===== src/rtl/uart_rx.sv =====
// UART receiver: 2-FF synchronized serial input, falling-edge start detection,
// mid-bit sampling from a fixed prescaler, optional parity and stop checking.
module uart_rx #(
    parameter int DATA_WIDTH = 8,
    parameter int PRESCALE   = 8
) (
    input  logic                  clk,
    input  logic                  rst,
    input  logic                  s_data,
    input  logic                  parity_en,
    input  logic                  parity_type,
    output logic [DATA_WIDTH-1:0] p_data,
    output logic                  data_valid,
    output logic                  parity_error,
    output logic                  stop_error,
    output logic                  busy
);

    localparam int CNT_W = $clog2(PRESCALE);
    localparam int IDX_W = (DATA_WIDTH > 1) ? $clog2(DATA_WIDTH) : 1;
    localparam logic [CNT_W-1:0] HALF_LAST = CNT_W'(PRESCALE / 2 - 1);
    localparam logic [CNT_W-1:0] FULL_LAST = CNT_W'(PRESCALE - 1);
    localparam logic [IDX_W-1:0] IDX_LAST  = IDX_W'(DATA_WIDTH - 1);

    typedef enum logic [2:0] {
        S_IDLE,
        S_START,
        S_DATA,
        S_PARITY,
        S_STOP
    } state_t;

    state_t                  state_q, state_d;
    logic                    sync1_q, sync1_d;
    logic                    rx_s_q, rx_s_d;
    logic                    prev_rx_q, prev_rx_d;
    logic [CNT_W-1:0]        cnt_q, cnt_d;
    logic [IDX_W-1:0]        idx_q, idx_d;
    logic [DATA_WIDTH-1:0]   shift_q, shift_d;
    logic                    par_en_q, par_en_d;
    logic                    par_type_q, par_type_d;
    logic                    par_err_q, par_err_d;
    logic [DATA_WIDTH-1:0]   p_data_q, p_data_d;
    logic                    data_valid_q, data_valid_d;
    logic                    parity_error_q, parity_error_d;
    logic                    stop_error_q, stop_error_d;

    always_ff @(posedge clk or posedge rst) begin
        if (rst) begin
            state_q        <= S_IDLE;
            sync1_q        <= 1'b1;
            rx_s_q         <= 1'b1;
            prev_rx_q      <= 1'b1;
            cnt_q          <= '0;
            idx_q          <= '0;
            shift_q        <= '0;
            par_en_q       <= 1'b0;
            par_type_q     <= 1'b0;
            par_err_q      <= 1'b0;
            p_data_q       <= '0;
            data_valid_q   <= 1'b0;
            parity_error_q <= 1'b0;
            stop_error_q   <= 1'b0;
        end else begin
            state_q        <= state_d;
            sync1_q        <= sync1_d;
            rx_s_q         <= rx_s_d;
            prev_rx_q      <= prev_rx_d;
            cnt_q          <= cnt_d;
            idx_q          <= idx_d;
            shift_q        <= shift_d;
            par_en_q       <= par_en_d;
            par_type_q     <= par_type_d;
            par_err_q      <= par_err_d;
            p_data_q       <= p_data_d;
            data_valid_q   <= data_valid_d;
            parity_error_q <= parity_error_d;
            stop_error_q   <= stop_error_d;
        end
    end

    always_comb begin
        state_d        = state_q;
        sync1_d        = s_data;
        rx_s_d         = sync1_q;
        prev_rx_d      = rx_s_q;
        cnt_d          = cnt_q + CNT_W'(1);
        idx_d          = idx_q;
        shift_d        = shift_q;
        par_en_d       = par_en_q;
        par_type_d     = par_type_q;
        par_err_d      = par_err_q;
        p_data_d       = p_data_q;
        data_valid_d   = 1'b0;
        parity_error_d = 1'b0;
        stop_error_d   = 1'b0;

        case (state_q)
            S_IDLE: begin
                cnt_d = '0;
                // A low line after a stop error is not a new start until it goes high again.
                if (!rx_s_q && prev_rx_q) begin
                    state_d    = S_START;
                    par_en_d   = parity_en;
                    par_type_d = parity_type;
                    par_err_d  = 1'b0;
                    idx_d      = '0;
                end
            end
            S_START: begin
                if (cnt_q == HALF_LAST) begin
                    cnt_d   = '0;
                    state_d = rx_s_q ? S_IDLE : S_DATA;
                end
            end
            S_DATA: begin
                if (cnt_q == FULL_LAST) begin
                    cnt_d          = '0;
                    shift_d[idx_q] = rx_s_q;
                    if (idx_q == IDX_LAST) begin
                        idx_d   = '0;
                        state_d = par_en_q ? S_PARITY : S_STOP;
                    end else begin
                        idx_d = idx_q + IDX_W'(1);
                    end
                end
            end
            S_PARITY: begin
                if (cnt_q == FULL_LAST) begin
                    cnt_d     = '0;
                    par_err_d = rx_s_q != ((^shift_q) ^ par_type_q);
                    state_d   = S_STOP;
                end
            end
            S_STOP: begin
                if (cnt_q == FULL_LAST) begin
                    cnt_d          = '0;
                    state_d        = S_IDLE;
                    p_data_d       = shift_q;
                    data_valid_d   = rx_s_q && !par_err_q;
                    parity_error_d = par_err_q;
                    stop_error_d   = !rx_s_q;
                end
            end
            default: state_d = S_IDLE;
        endcase
    end

    assign p_data       = p_data_q;
    assign data_valid   = data_valid_q;
    assign parity_error = parity_error_q;
    assign stop_error   = stop_error_q;
    assign busy         = (state_q != S_IDLE);

endmodule


===== config.mk =====
export PLATFORM = sky130hd
export DESIGN_NAME = uart_rx
export DESIGN_NICKNAME = d
export VERILOG_FILES = /design/src/rtl/uart_rx.sv
export SDC_FILE = /design/constraint.sdc
export NUM_CORES = 1
export LEC_CHECK = 0
export ABC_AREA = 1
export CORE_MARGIN = 2
export CORE_UTILIZATION = 30
export DETAILED_ROUTE_END_ITERATION = 8
export DONT_BUFFER_PORTS = 1
export SYNTH_ARGS = -nofsm -noshare
export SYNTH_HDL_FRONTEND = slang
export SYNTH_SLANG_ARGS = --single-unit

===== constraint.sdc =====
create_clock -name clk -period 1.19 [get_ports clk]
set_input_delay 0.0595 -clock clk [delete_from_list [all_inputs] [get_ports clk]]
set_output_delay 0.0595 -clock clk [all_outputs]
set_load 0.02 [all_outputs]

==> run metrics <==
worst r2r src=state_q[1]; status=complete, but fails checks; GR Overflow Total=0; Setup crit end kind=flop; Avg Cell Area, Syn=8.38 um2; DRC viols=0; register area=857 um2; Nets=around 250; Pre-antenna DRT Iters=4; final hold violations=0; worst vdd ir=0.721 mV; fill count=534; synthesized instance count=199; skew final=0.00436 ns; IO Count=17; Syn-to-layout area delta=32.5%; maximum single-stage delay on the critical path=0.45 ns; CP arrival=roughly 1.5 ns; FF+latch count, synth=34; First DRT Iteration DRCs=60; Async SR Flop Fraction=100%; RSZ-0062 raised after global routing=yes; post-synth cell types=24; Post-synth EDFFs=0; Synth area leaders=dfrtp_1 (47%), nand2_1 (12%), inv_1 (6.5%); Starting Density=30.7%; max-cap violations=0; die area=0.00617 mm2; Psw=1.45 mW; Slew Viols, Final=0; Post-Syn Nets=209; total CTS buffers=5; min cycle time layout=1.31 ns; CP required=around 1.4 ns; Pleak=~1.1 nW; total power=about 4.2 mW; failing checks=setup timing; first-pass GRT wire length=5600 um; Seq/Total Area, Yosys=around half; clock sinks=34; Primary FF master, synth=dfrtp_1; hold_ws=0.303 ns; CP Cell Sequence=nor2_4 > buf_4 > nor2_2 > nor3_2 > nor2_1 > nand3_2 > nand2_1 > o21ai_1; TNS Setup=-2.39 ns; vias in the first global route=1244; area of the multi-input gates=between 700 and 800 um2; post-DP HPWL=2360 um; Setup-failing EPs final=32; vias per inst=4.40; Post-DRT Antenna Nets=0; CTS tree=built; Clk pin slew, worst setup/hold paths=0.07 ns; routed wire length=3280 um; initial antenna violation count=0; Buffers on Ports=0; crit share post-route=110%; final setup margin=-0.118 ns; P_int=2.77 mW; Hold Crit Class=input port to asynchronous set/reset pin; routability cong.=0.776; total core area=0.00544 mm2; gr usage total=12.0%; via count=1361; drt wl/cell=10.6 um; Root Driver=clkbuf_8; CP max FO=5; largest net degree at the start of global routing=35; worst skew pair latency=0.29 ns; Switching Share=34.4%; cell taking the most area after synthesis=dfrtp_1; Logic pwr share=slightly above 40%; H-tree depth=2; Die Ht=78.6 um; Synth Warn #=0; crit path from=state_q[1]; share of the synthesized area in the top cell type=46.5%; Finished Layout Cells=309; PwrDens=1910 mW/mm2; WS Path Type=flop to flop; row cnt=27; sequential share of power=34.0%; Worst-Margin Slew=0.431 ns; fmax=approximately 0.76 GHz; die width=78.6 um; diode count=0; Worst setup SP type=flop; worst rel slew slack=71.3%; Inst Count DP=288; number of buffers on the longest clock path=2; Clock Power Share=25.4%; share of layout cells above drive strength 1=30.8%; area of the mapped netlist=0.00167 mm2; CP max stage cell=dfrtp_2
[power by group through the flow]
stage | Clock [mW] | Sequential, mW | Combinational [mW]
2_1_floorplan | 0 | 1.47 | 0.748
3_3_place_gp | 0 | 1.46 | 1.21
3_5_place_dp | 0 | 1.46 | 1.22
4_1_cts | 1.12 | 1.43 | 1.61
5_1_grt | 1.16 | 1.45 | 1.88
6_report | 1.07 | 1.43 | 1.71
[cell usage in the layout, fill, tap and decap left out]
cell type and instances:
nand2_1 44, dfrtp_1 29, inv_1 28, buf_4 22
nor2_1 15, o21ai_1 14, nand2_2 10, a21oi_1 7
nand3_1 7, clkbuf_8 5, nor2_4 4, nand3_2 4
a31oi_1 4, o21ai_0 4, ha_1 4, dlygate4sd3_1 4
buf_6 4, nor2_2 3, dfstp_2 3, inv_4 2
inv_2 2, nand4_1 2, nor3_2 2, a21oi_2 2
clkinvlp_4 2, dfrtp_2 2, nand2_4 1, o21bai_1 1
or2_1 1, nor2_8 1, o22ai_4 1, ha_2 1
bufinv_16 1, buf_12 1
[logic make-up after synthesis]
group / share of synthesized area [%]
AO/OA/AOI/OAI: 10.4
adder cells (fa/ha/maj): 3.75
buffers and inverters: 7.88
flip-flops: 51.2
AND/OR/NAND/NOR: 26.7
[registers in the layout (all words and copies together) (netlist names)]
register and count:
p_data 8, data_valid 1, idx_q 3, shift_q 8, state_q 3, prev_rx_q 1, rx_s_d 1, par_type_q 1
prev_rx_d 1, cnt_q 3, par_err_q 1, stop_error 1, par_en_q 1, parity_error 1
[worst max-delay path, delay by kind of cell, from the launching register on]
kind	cells	cell delay [ns]
AND/OR/NAND/NOR	6	0.55
flip-flops	1	0.45
buffers and inverters	1	0.16
AO/OA/AOI/OAI	1	0.07
[cell type report]
type | instances | share of cell area, %
repair buffers | 31 | 12.2
inverters | 32 | 5.66
clock inverters | 3 | 2.04
clock buffers | 5 | 3.11
multi-input cells | 132 | 34.1
well taps | 72 | 4.08
flip-flops and latches | 34 | 38.8
[routing by layer]
layer  up-vias  part of all wire, %  track usage [%]
met5         -                    0                0
met4         0                  2.9             6.49
met3         8                  3.8             4.83
met2        22                   46             19.0
met1       621                   47             13.9
li1        710                    -                -
[cell usage after synthesis, types with 2 or more instances]
master   instances
nor2_4           4
a21oi_1          9
nand3_1         10
nand2_2          2
a31oi_1          4
inv_1           29
dfstp_2          3
o21ai_1         12
o21ai_0          6
nor2_1          18
dfrtp_1         31
nand4_1          2
nand2_1         52
inv_2            3
ha_1             5
[metrics by stage]
| stage | util, % | cell area, um2 | setup slack, ns |
|---|---|---|---|
| after floorplan | - | 1670 | -0.0393 |
| after global placement | 34.7 | 1890 | -0.125 |
| after detailed placement | 34.7 | 1890 | -0.160 |
| after CTS | 39.7 | 2160 | -0.115 |
| after global routing | 40.6 | 2210 | -0.241 |
| final | 40.6 | 2210 | -0.118 |
[repair_timing]
action                                 4_1_cts  5_1_grt
gates resized for setup                     18       10
pin swaps                                    5        8
buffers inserted                             7        2
hold buffers                                 4        0
gates cloned                                 0        0
setup endpoints to repair                   32       32
endpoints found under the hold margin       34        0
[path summary, 6_finish.rpt]
path,endpoint,slack [ns],cells past startpoint
max in group asynchronous,prev_rx_q,0.55,3
max,state_q[0],-0.12,8
min,idx_q[1],0.30,3
min reg2reg,prev_rx_d,0.36,0
max reg2reg,state_q[0],-0.12,8
min in group clk,rx_s_d,0.31,1
(Power assumes the default switching activity.)
